$ cat src/rtl/reset_sequencer.sv
// Staggered reset release for the core: holds every domain in reset, releases them one by one,
// then counts run cycles against a limit. hit_reset restarts the sequence at run time.
module reset_sequencer #(
    parameter int unsigned NUM_DOMAINS    = 2,
    parameter int unsigned HOLD_CYCLES    = 4,
    parameter int unsigned STAGGER_CYCLES = 2,
    parameter int unsigned RUN_LIMIT      = 4800,
    parameter int unsigned CNT_W          = 32
) (
    input  logic                   clk,
    input  logic                   reset,
    input  logic                   hit_reset,
    output logic [NUM_DOMAINS-1:0] domain_reset_n,
    output logic                   all_released,
    output logic [CNT_W-1:0]       run_cycles,
    output logic                   run_done,
    output logic [7:0]             reset_count
);

    localparam int unsigned HOLD_MAX = (HOLD_CYCLES > STAGGER_CYCLES) ? HOLD_CYCLES : STAGGER_CYCLES;
    localparam int unsigned HW       = (HOLD_MAX > 1) ? $clog2(HOLD_MAX) : 1;
    localparam int unsigned DW       = (NUM_DOMAINS > 1) ? $clog2(NUM_DOMAINS) : 1;

    localparam logic [HW-1:0]    HOLD_LAST  = HW'(HOLD_CYCLES - 1);
    localparam logic [HW-1:0]    STAG_LAST  = HW'(STAGGER_CYCLES - 1);
    localparam logic [DW-1:0]    DOM_LAST   = DW'(NUM_DOMAINS - 1);
    localparam logic [CNT_W-1:0] LIMIT_LAST = CNT_W'((RUN_LIMIT == 0) ? 0 : RUN_LIMIT - 1);
    localparam bit               LIMIT_EN   = (RUN_LIMIT != 0);

    typedef enum logic [1:0] {
        ST_ASSERT,
        ST_RELEASE,
        ST_RUN,
        ST_DONE
    } state_t;

    state_t                 state_q, state_d;
    logic [HW-1:0]          hold_cnt_q, hold_cnt_d;
    logic [DW-1:0]          dom_idx_q, dom_idx_d;
    logic [NUM_DOMAINS-1:0] dom_n_q, dom_n_d;
    logic                   all_rel_q, all_rel_d;
    logic [CNT_W-1:0]       run_cycles_q, run_cycles_d;
    logic                   run_done_q, run_done_d;
    logic [7:0]             reset_count_q, reset_count_d;
    logic [NUM_DOMAINS-1:0] release_mask;

    always_comb begin
        // NOTE: every always_comb output gets a default first so no path can infer a latch.
        state_d       = state_q;
        hold_cnt_d    = hold_cnt_q;
        dom_idx_d     = dom_idx_q;
        dom_n_d       = dom_n_q;
        all_rel_d     = all_rel_q;
        run_cycles_d  = run_cycles_q;
        run_done_d    = run_done_q;
        reset_count_d = reset_count_q;

        release_mask = '0;
        for (int i = 0; i < NUM_DOMAINS; i++) begin
            release_mask[i] = (dom_idx_q == DW'(i));
        end

        if (hit_reset) begin
            // A held request only counts on the edge that leaves a released state.
            state_d      = ST_ASSERT;
            hold_cnt_d   = '0;
            dom_n_d      = '0;
            all_rel_d    = 1'b0;
            run_cycles_d = '0;
            run_done_d   = 1'b0;
            if (state_q != ST_ASSERT && reset_count_q != 8'hFF) begin
                reset_count_d = reset_count_q + 8'd1;
            end
        end else begin
            case (state_q)
                ST_ASSERT: begin
                    if (hold_cnt_q != HOLD_LAST) begin
                        hold_cnt_d = hold_cnt_q + HW'(1);
                    end else begin
                        dom_n_d[0] = 1'b1;
                        if (NUM_DOMAINS == 1) begin
                            state_d   = ST_RUN;
                            all_rel_d = 1'b1;
                        end else begin
                            state_d    = ST_RELEASE;
                            dom_idx_d  = DW'(1);
                            hold_cnt_d = '0;
                        end
                    end
                end
                ST_RELEASE: begin
                    if (hold_cnt_q != STAG_LAST) begin
                        hold_cnt_d = hold_cnt_q + HW'(1);
                    end else begin
                        hold_cnt_d = '0;
                        dom_n_d    = dom_n_q | release_mask;
                        if (dom_idx_q == DOM_LAST) begin
                            state_d   = ST_RUN;
                            all_rel_d = 1'b1;
                        end else begin
                            dom_idx_d = dom_idx_q + DW'(1);
                        end
                    end
                end
                ST_RUN: begin
                    run_cycles_d = run_cycles_q + CNT_W'(1);
                    if (LIMIT_EN && run_cycles_q == LIMIT_LAST) begin
                        run_done_d = 1'b1;
                        state_d    = ST_DONE;
                    end
                end
                ST_DONE: begin
                    state_d = ST_DONE;
                end
                default: begin
                    state_d = ST_ASSERT;
                end
            endcase
        end
    end

    always_ff @(posedge clk) begin
        if (reset) begin
            state_q       <= ST_ASSERT;
            hold_cnt_q    <= '0;
            dom_idx_q     <= '0;
            dom_n_q       <= '0;
            all_rel_q     <= 1'b0;
            run_cycles_q  <= '0;
            run_done_q    <= 1'b0;
            reset_count_q <= 8'd0;
        end else begin
            state_q       <= state_d;
            hold_cnt_q    <= hold_cnt_d;
            dom_idx_q     <= dom_idx_d;
            dom_n_q       <= dom_n_d;
            all_rel_q     <= all_rel_d;
            run_cycles_q  <= run_cycles_d;
            run_done_q    <= run_done_d;
            reset_count_q <= reset_count_d;
        end
    end

    assign domain_reset_n = dom_n_q;
    assign all_released   = all_rel_q;
    assign run_cycles     = run_cycles_q;
    assign run_done       = run_done_q;
    assign reset_count    = reset_count_q;

endmodule

$ cat config.mk
export PLATFORM = sky130hd
export DESIGN_NAME = reset_sequencer
export DESIGN_NICKNAME = d
export VERILOG_FILES = /design/src/rtl/reset_sequencer.sv
export SDC_FILE = /design/constraint.sdc
export NUM_CORES = 1
export LEC_CHECK = 0
export BUFFER_PORTS_ARGS = -buffer_cell sky130_fd_sc_hd__buf_4
export CAP_MARGIN = 30
export CELL_PAD_IN_SITES_DETAIL_PLACEMENT = 1
export CELL_PAD_IN_SITES_GLOBAL_PLACEMENT = 1
export CORE_MARGIN = 2
export CORE_UTILIZATION = 41
export DETAILED_ROUTE_END_ITERATION = 12
export GPL_TIMING_DRIVEN = 0
export PLACE_DENSITY = 0.86
export RECOVER_POWER = 50
export SKIP_CTS_REPAIR_TIMING = 1
export SLEW_MARGIN = 20
export SYNTH_ARGS = -nofsm -noshare
export SYNTH_HDL_FRONTEND = slang
export SYNTH_SLANG_ARGS = --single-unit
export TNS_END_PERCENT = 50
$ cat constraint.sdc
create_clock -name clk -period 2.1 [get_ports clk]
set_input_delay 0.21 -clock clk [delete_from_list [all_inputs] [get_ports clk]]
set_output_delay 0.21 -clock clk [all_outputs]
set_load 0.01 [all_outputs]
==> results.cfg, run 1 <==
[timing]
drv_slew = 0
holdWs_ns = 0.193
worstMarginPinSlew_ns = 0.531
fin_crit_sh = 0.946
tns_ns = 0
finalHoldViolations = 0
post-route-min-period_ns = 1.99
skew_ns = 0.0143
slew_headroom = 0.643
max_clock_freq_mhz = 504
rsz0062_at_grt = false
worst_slack_ns = 0.114
setup_violations = 0

[placement]
port_buffers = 46
gp_congestion = 0.811
place_hpwl_mm = 4.85
postPlaceCellArea_um2 = 2830
place_ws_ns = 0.0690

[clocking]
htree_levels = 2
cts_sinks = 49
clkSlewWorstSetupHoldPaths_ns = 0.10
root_buffer = clkbuf_8
worstSkewPairLatency_ns = 0.31
cts_max_path_buffers = 2
numCtsBuffers = 5
cts_tree = done

[detailed_routing]
drc_errors = 0
drtPass1Iterations = 4
ant_nets = 0
viasPerCell = 5.98
routed_wl_mm = 6.65
vias = 2376
drt-initial-drc-count = 101
avgRoutedWirePerCell_um = 16.7

[pwr]
switching_share = 0.222
power_frac_comb = 0.023
leakagePower_nw = 0.935
p_seq_frac = 0.603
pwr-share-clk = 0.374
cellPowerDensity_nw_per_um2 = 561
peakVddDrop_uv = 321
p_sw_uw = 344
p_int_mw = 1.20

[logic_synthesis]
synth_fa_ha_area_frac = 0.0261
syn_nets = 280
ys_types = 42
avgSynthCellArea_um2 = 8.80
synth_top_cell_by_area = dfxtp_1
yosys_warnings = 0
yosysTopAreaCellShare = 0.410
yosys.area_share.simple = 0.301
synth_edf_count = 0
synth_ff_type = dfxtp_1
synthMuxAreaShare = 0.0209
synth-async-reset-ratio = 0
synth_top_cells_by_count = dfxtp_1, nor2_1, a21oi_1
synth_compound_area_frac = 0.144
synth.most_common_cell = dfxtp_1
ys_seq_elements = 49
synth_top_family_by_area = simple AND/OR/NAND/NOR gates
synthXorXnorAreaFrac = 0.0585
ys_seq_area_frac = 0.410
yosys-top-cells-area = dfxtp_1, or4_1, xor2_1
netlist_instances = 272
syn_area_um2 = 2390

[critical_path]
worstPathArrival_ns = 2.20
slowest_delay_ns = 0.57
cp-end-kind = register
crit_slowest_cell = or4_1
rr_endpoint = state_q[0]$_SDFFE_PP0P_
crit_fanout = 7
r2r_start = run_cycles[21]$_SDFFE_PP0N_
worst-setup-path-type = register to register
startpoint_type = register
reg2reg_slack_ns = 0.11
cp_cell_sequence = or4_1, nor4_1, nand4_1, a211oi_1
crit_required_ns = 2.32
rr_worst_depth = 4
startpoint = run_cycles[21]$_SDFFE_PP0N_

[final_layout]
num_antenna_cells = 0
drive_above_1_share = 0.0615
num-nets-final = 333
fillers = 710
final_core_util = 0.495
final_area_um2 = 2760
area_growth_pct = 15.1

[worst_hold_path]
min_path_type = input port to register
min_from = reset
min_to = run_cycles[31]$_SDFFE_PP0N_
holdPathStages = 3

[grt]
grt_usage = 0.215
grt-ovfl-total = 0
grt_max_degree = 14
grt_pass1_wl_mm = 10.8
grt_antenna_before_repair = 0
grt_pass1_vias = 2191

[floorplanning]
coreArea_um2 = 5570
num_rows = 27
initial_core_util = 0.430
die_w_um = 80.4
die-area_um2 = 6470
die_h_um = 80.4
ios = 47

[job]
cap_violations = 0

[outcome]
status = finished clean
## metal layers
metal / vias to the layer above / track usage / wire, um
met5: - / 0 / 0
met4: 0 / 0.0475 / 55
met3: 5 / 0.0438 / 230
met2: 46 / 0.363 / 3250
met1: 1196 / 0.283 / 3110
li1: 1129 / - / -
## logic make-up (layout without fill, tap and decap cells)
| logic type | count (synthesis) | after routing |
|---|---|---|
| multiplexers | 5 | 5 |
| XOR/XNOR | 16 | 16 |
| AO/OA/AOI/OAI | 54 | 54 |
| flip-flops | 49 | 49 |
| buffers and inverters | 19 | 72 |
| AND/OR/NAND/NOR | 124 | 124 |
| adder cells (fa/ha/maj) | 5 | 5 |
## worst max-delay path by stage
stage	end	depth (start not counted)	slack (ns)
6_report	state_q[0]$_SDFFE_PP0P_	4	0.11
3_5_place_dp	run_cycles[28]$_SDFFE_PP0N_	6	0.07
2_1_floorplan	run_cycles[20]$_SDFFE_PP0N_	6	0.37
4_1_cts	run_cycles[28]$_SDFFE_PP0N_	6	0.05
5_1_grt	run_cycles[20]$_SDFFE_PP0N_	6	0.009
3_3_place_gp	run_cycles[28]$_SDFFE_PP0N_	6	0.16
## through the flow
stage	power, mW	std cells
after floorplan	0.976	272
after global placement	0.989	390
after detailed placement	0.991	390
after CTS	1.55	397
after global routing	1.60	397
final	1.55	397
## power by group through the flow
stage	Clock [mW]	Combinational (mW)	Sequential, mW
after floorplan	0	0.0216	0.954
after global placement	0	0.0350	0.954
after detailed placement	0	0.0364	0.955
after CTS	0.584	0.0365	0.933
after global routing	0.630	0.0394	0.933
final	0.579	0.0349	0.933
## registers in the layout (all words and copies together), names as in the netlist
register        cells
domain_reset_n      2
run_cycles         32
state_q             2
hold_cnt_q          2
reset_count         8
all_released        1
run_done            1
dom_idx_q           1
## layout by cell type (no fill, tap or decap), types with 5 or more instances in the layout
cell type,Yosys,routed
a21oi_1,21,21
and4_1,7,7
clkbuf_1,6,52
clkbuf_8,0,6
dfxtp_1,49,49
ha_1,5,5
inv_1,5,5
mux2i_1,5,5
nand2_1,17,17
nand3_1,10,10
nand4_1,14,14
nor2_1,31,31
o21ai_0,6,6
o31ai_1,14,14
or4_1,19,19
xor2_1,14,14
## final cells by class
class | count | area (um2) | area share
tap | 72 | 90.1 | 0.0327
inverter | 5 | 18.8 | 0.00681
timing repair buffer | 46 | 176 | 0.0640
buffer | 14 | 76.3 | 0.0277
multi-input combinational | 204 | 1330 | 0.482
sequential | 49 | 981 | 0.356
clock buffer | 7 | 86.3 | 0.0313
## critical path, delay by kind of cell (launching register included)
family	cells	cell delay, ns
and+or+nand+nor	3	1.28
DFF	1	0.38
AOI/OAI and AO/OA	1	0.24
Note: power is estimated with default switching activity, not from simulation.
==> run 2: changes to the inputs <==
PLACE_DENSITY = 0.9   (was 0.86)
SETUP_SLACK_MARGIN = 0.5   (was not set)
==> results.cfg, run 2 (synthesized netlist as in run 1, its figures left out) <==
[final_layout]
largest_reg_flops = 32
num-nets-final = 362
fillers = 680
final_area_um2 = 3370
num_antenna_cells = 0
layout.cells.most_common = buf_4
drive_above_1_share = 0.330
multi_input_area_um2 = 1550
finalNonFillerCells = 427
most-common-layout-cells = buf_4, dfxtp_1, nor2_1
final_core_util = 0.605
register_area_um2 = 988
area_growth_pct = 40.9

[floorplanning]
coreArea_um2 = 5570
initial_core_util = 0.430
ios = 47
die_w_um = 80.4
die_h_um = 80.4
die-area_um2 = 6470
num_rows = 27

[timing]
setup_violations = 0
skew_ns = 0.00881
drv_slew = 0
tns_ns = 0
fin_crit_sh = 0.915
holdWs_ns = 0.206
finalHoldViolations = 0
slew_headroom = 0.590
rsz0062_at_grt = true
post-route-min-period_ns = 1.92
worstMarginPinSlew_ns = 0.615
max_clock_freq_mhz = 521

[detailed_routing]
vias = 2648
viasPerCell = 6.20
drt-initial-drc-count = 229
drtPass1Iterations = 4
routed_wl_mm = 9.60
drc_errors = 0
avgRoutedWirePerCell_um = 22.5
ant_nets = 0

[grt]
grt_pass1_wl_mm = 11.2
grt_usage = 0.221
grt_max_degree = 16
grt_pass1_vias = 2251
grt-ovfl-total = 0
grt_antenna_before_repair = 0

[placement]
place_hpwl_mm = 5.01
port_buffers = 46
dpl.cell_count = 390
gp_congestion = 0.795
postPlaceCellArea_um2 = 2870

[critical_path]
startpoint_type = register
worstPathArrival_ns = 2.17
worst-setup-path-type = register to register
crit_fanout = 7
rr_worst_depth = 5
crit_required_ns = 2.34
cp-end-kind = register

[clocking]
worstSkewPairLatency_ns = 0.32
numCtsBuffers = 5
root_buffer = clkbuf_8
htree_levels = 2
cts_max_path_buffers = 2
cts_sinks = 49
cts_tree = done
clkSlewWorstSetupHoldPaths_ns = 0.10

[worst_hold_path]
min_path_type = input port to register
holdPathStages = 3

[pwr]
leakagePower_nw = 1.24
peakVddDrop_uv = 546
cellPowerDensity_nw_per_um2 = 533

[outcome]
status = finished clean

[job]
cap_violations = 0
==> run 2: cell type report <==
type | instances | area share
multi-input cells | 205 | 0.460
flip-flops and latches | 49 | 0.293
repair buffers | 74 | 0.142
plain buffers | 14 | 0.0326
well taps | 72 | 0.0267
clock buffers | 5 | 0.0204
clock inverters | 3 | 0.0193
inverters | 5 | 0.00556
==> run 2: critical path, stage by stage (launching register included) <==
cell     delay (ns)
dfxtp_1        0.53
and4_4         0.31
nand4_1        0.13
buf_4          0.21
or4_4          0.50
a21oi_2        0.16
==> run 2: layer usage <==
metal	GRT usage	vias to the layer above	routed length, um
li1	-	1182	-
met1	0.296	1339	4000
met2	0.374	104	4840
met3	0.0371	23	511
met4	0.0458	0	251
met5	0	-	0
==> run 2: final timing paths <==
| kind | start | end | slack, ns |
|---|---|---|---|
| worst max-delay path | run_cycles[21]$_SDFFE_PP0N_ | run_cycles[30]$_SDFFE_PP0N_ | 0.18 |
| worst min register to register | domain_reset_n[0]$_SDFFE_PP0P_ | domain_reset_n[0]$_SDFFE_PP0P_ | 0.51 |
| worst max register to register | run_cycles[21]$_SDFFE_PP0N_ | run_cycles[30]$_SDFFE_PP0N_ | 0.18 |
| worst min-delay path | reset | run_cycles[31]$_SDFFE_PP0N_ | 0.21 |
==> run 2: per-stage QoR <==
step / power, mW / setup slack [ns]
6_report: 1.80 / 0.179
5_1_grt: 1.85 / 0.129
4_1_cts: 1.78 / 0.206
3_5_place_dp: 0.988 / 0.204
3_3_place_gp: 0.986 / 0.236
2_1_floorplan: 0.973 / 0.487
==> run 2: report_power, final <==
part           internal [mW]  leakage, nW  switching, mW
logic                 0.0107        0.771         0.0300
clock network          0.474       0.0681          0.353
registers              0.928        0.396        0.00261
total                   1.41         1.24          0.385
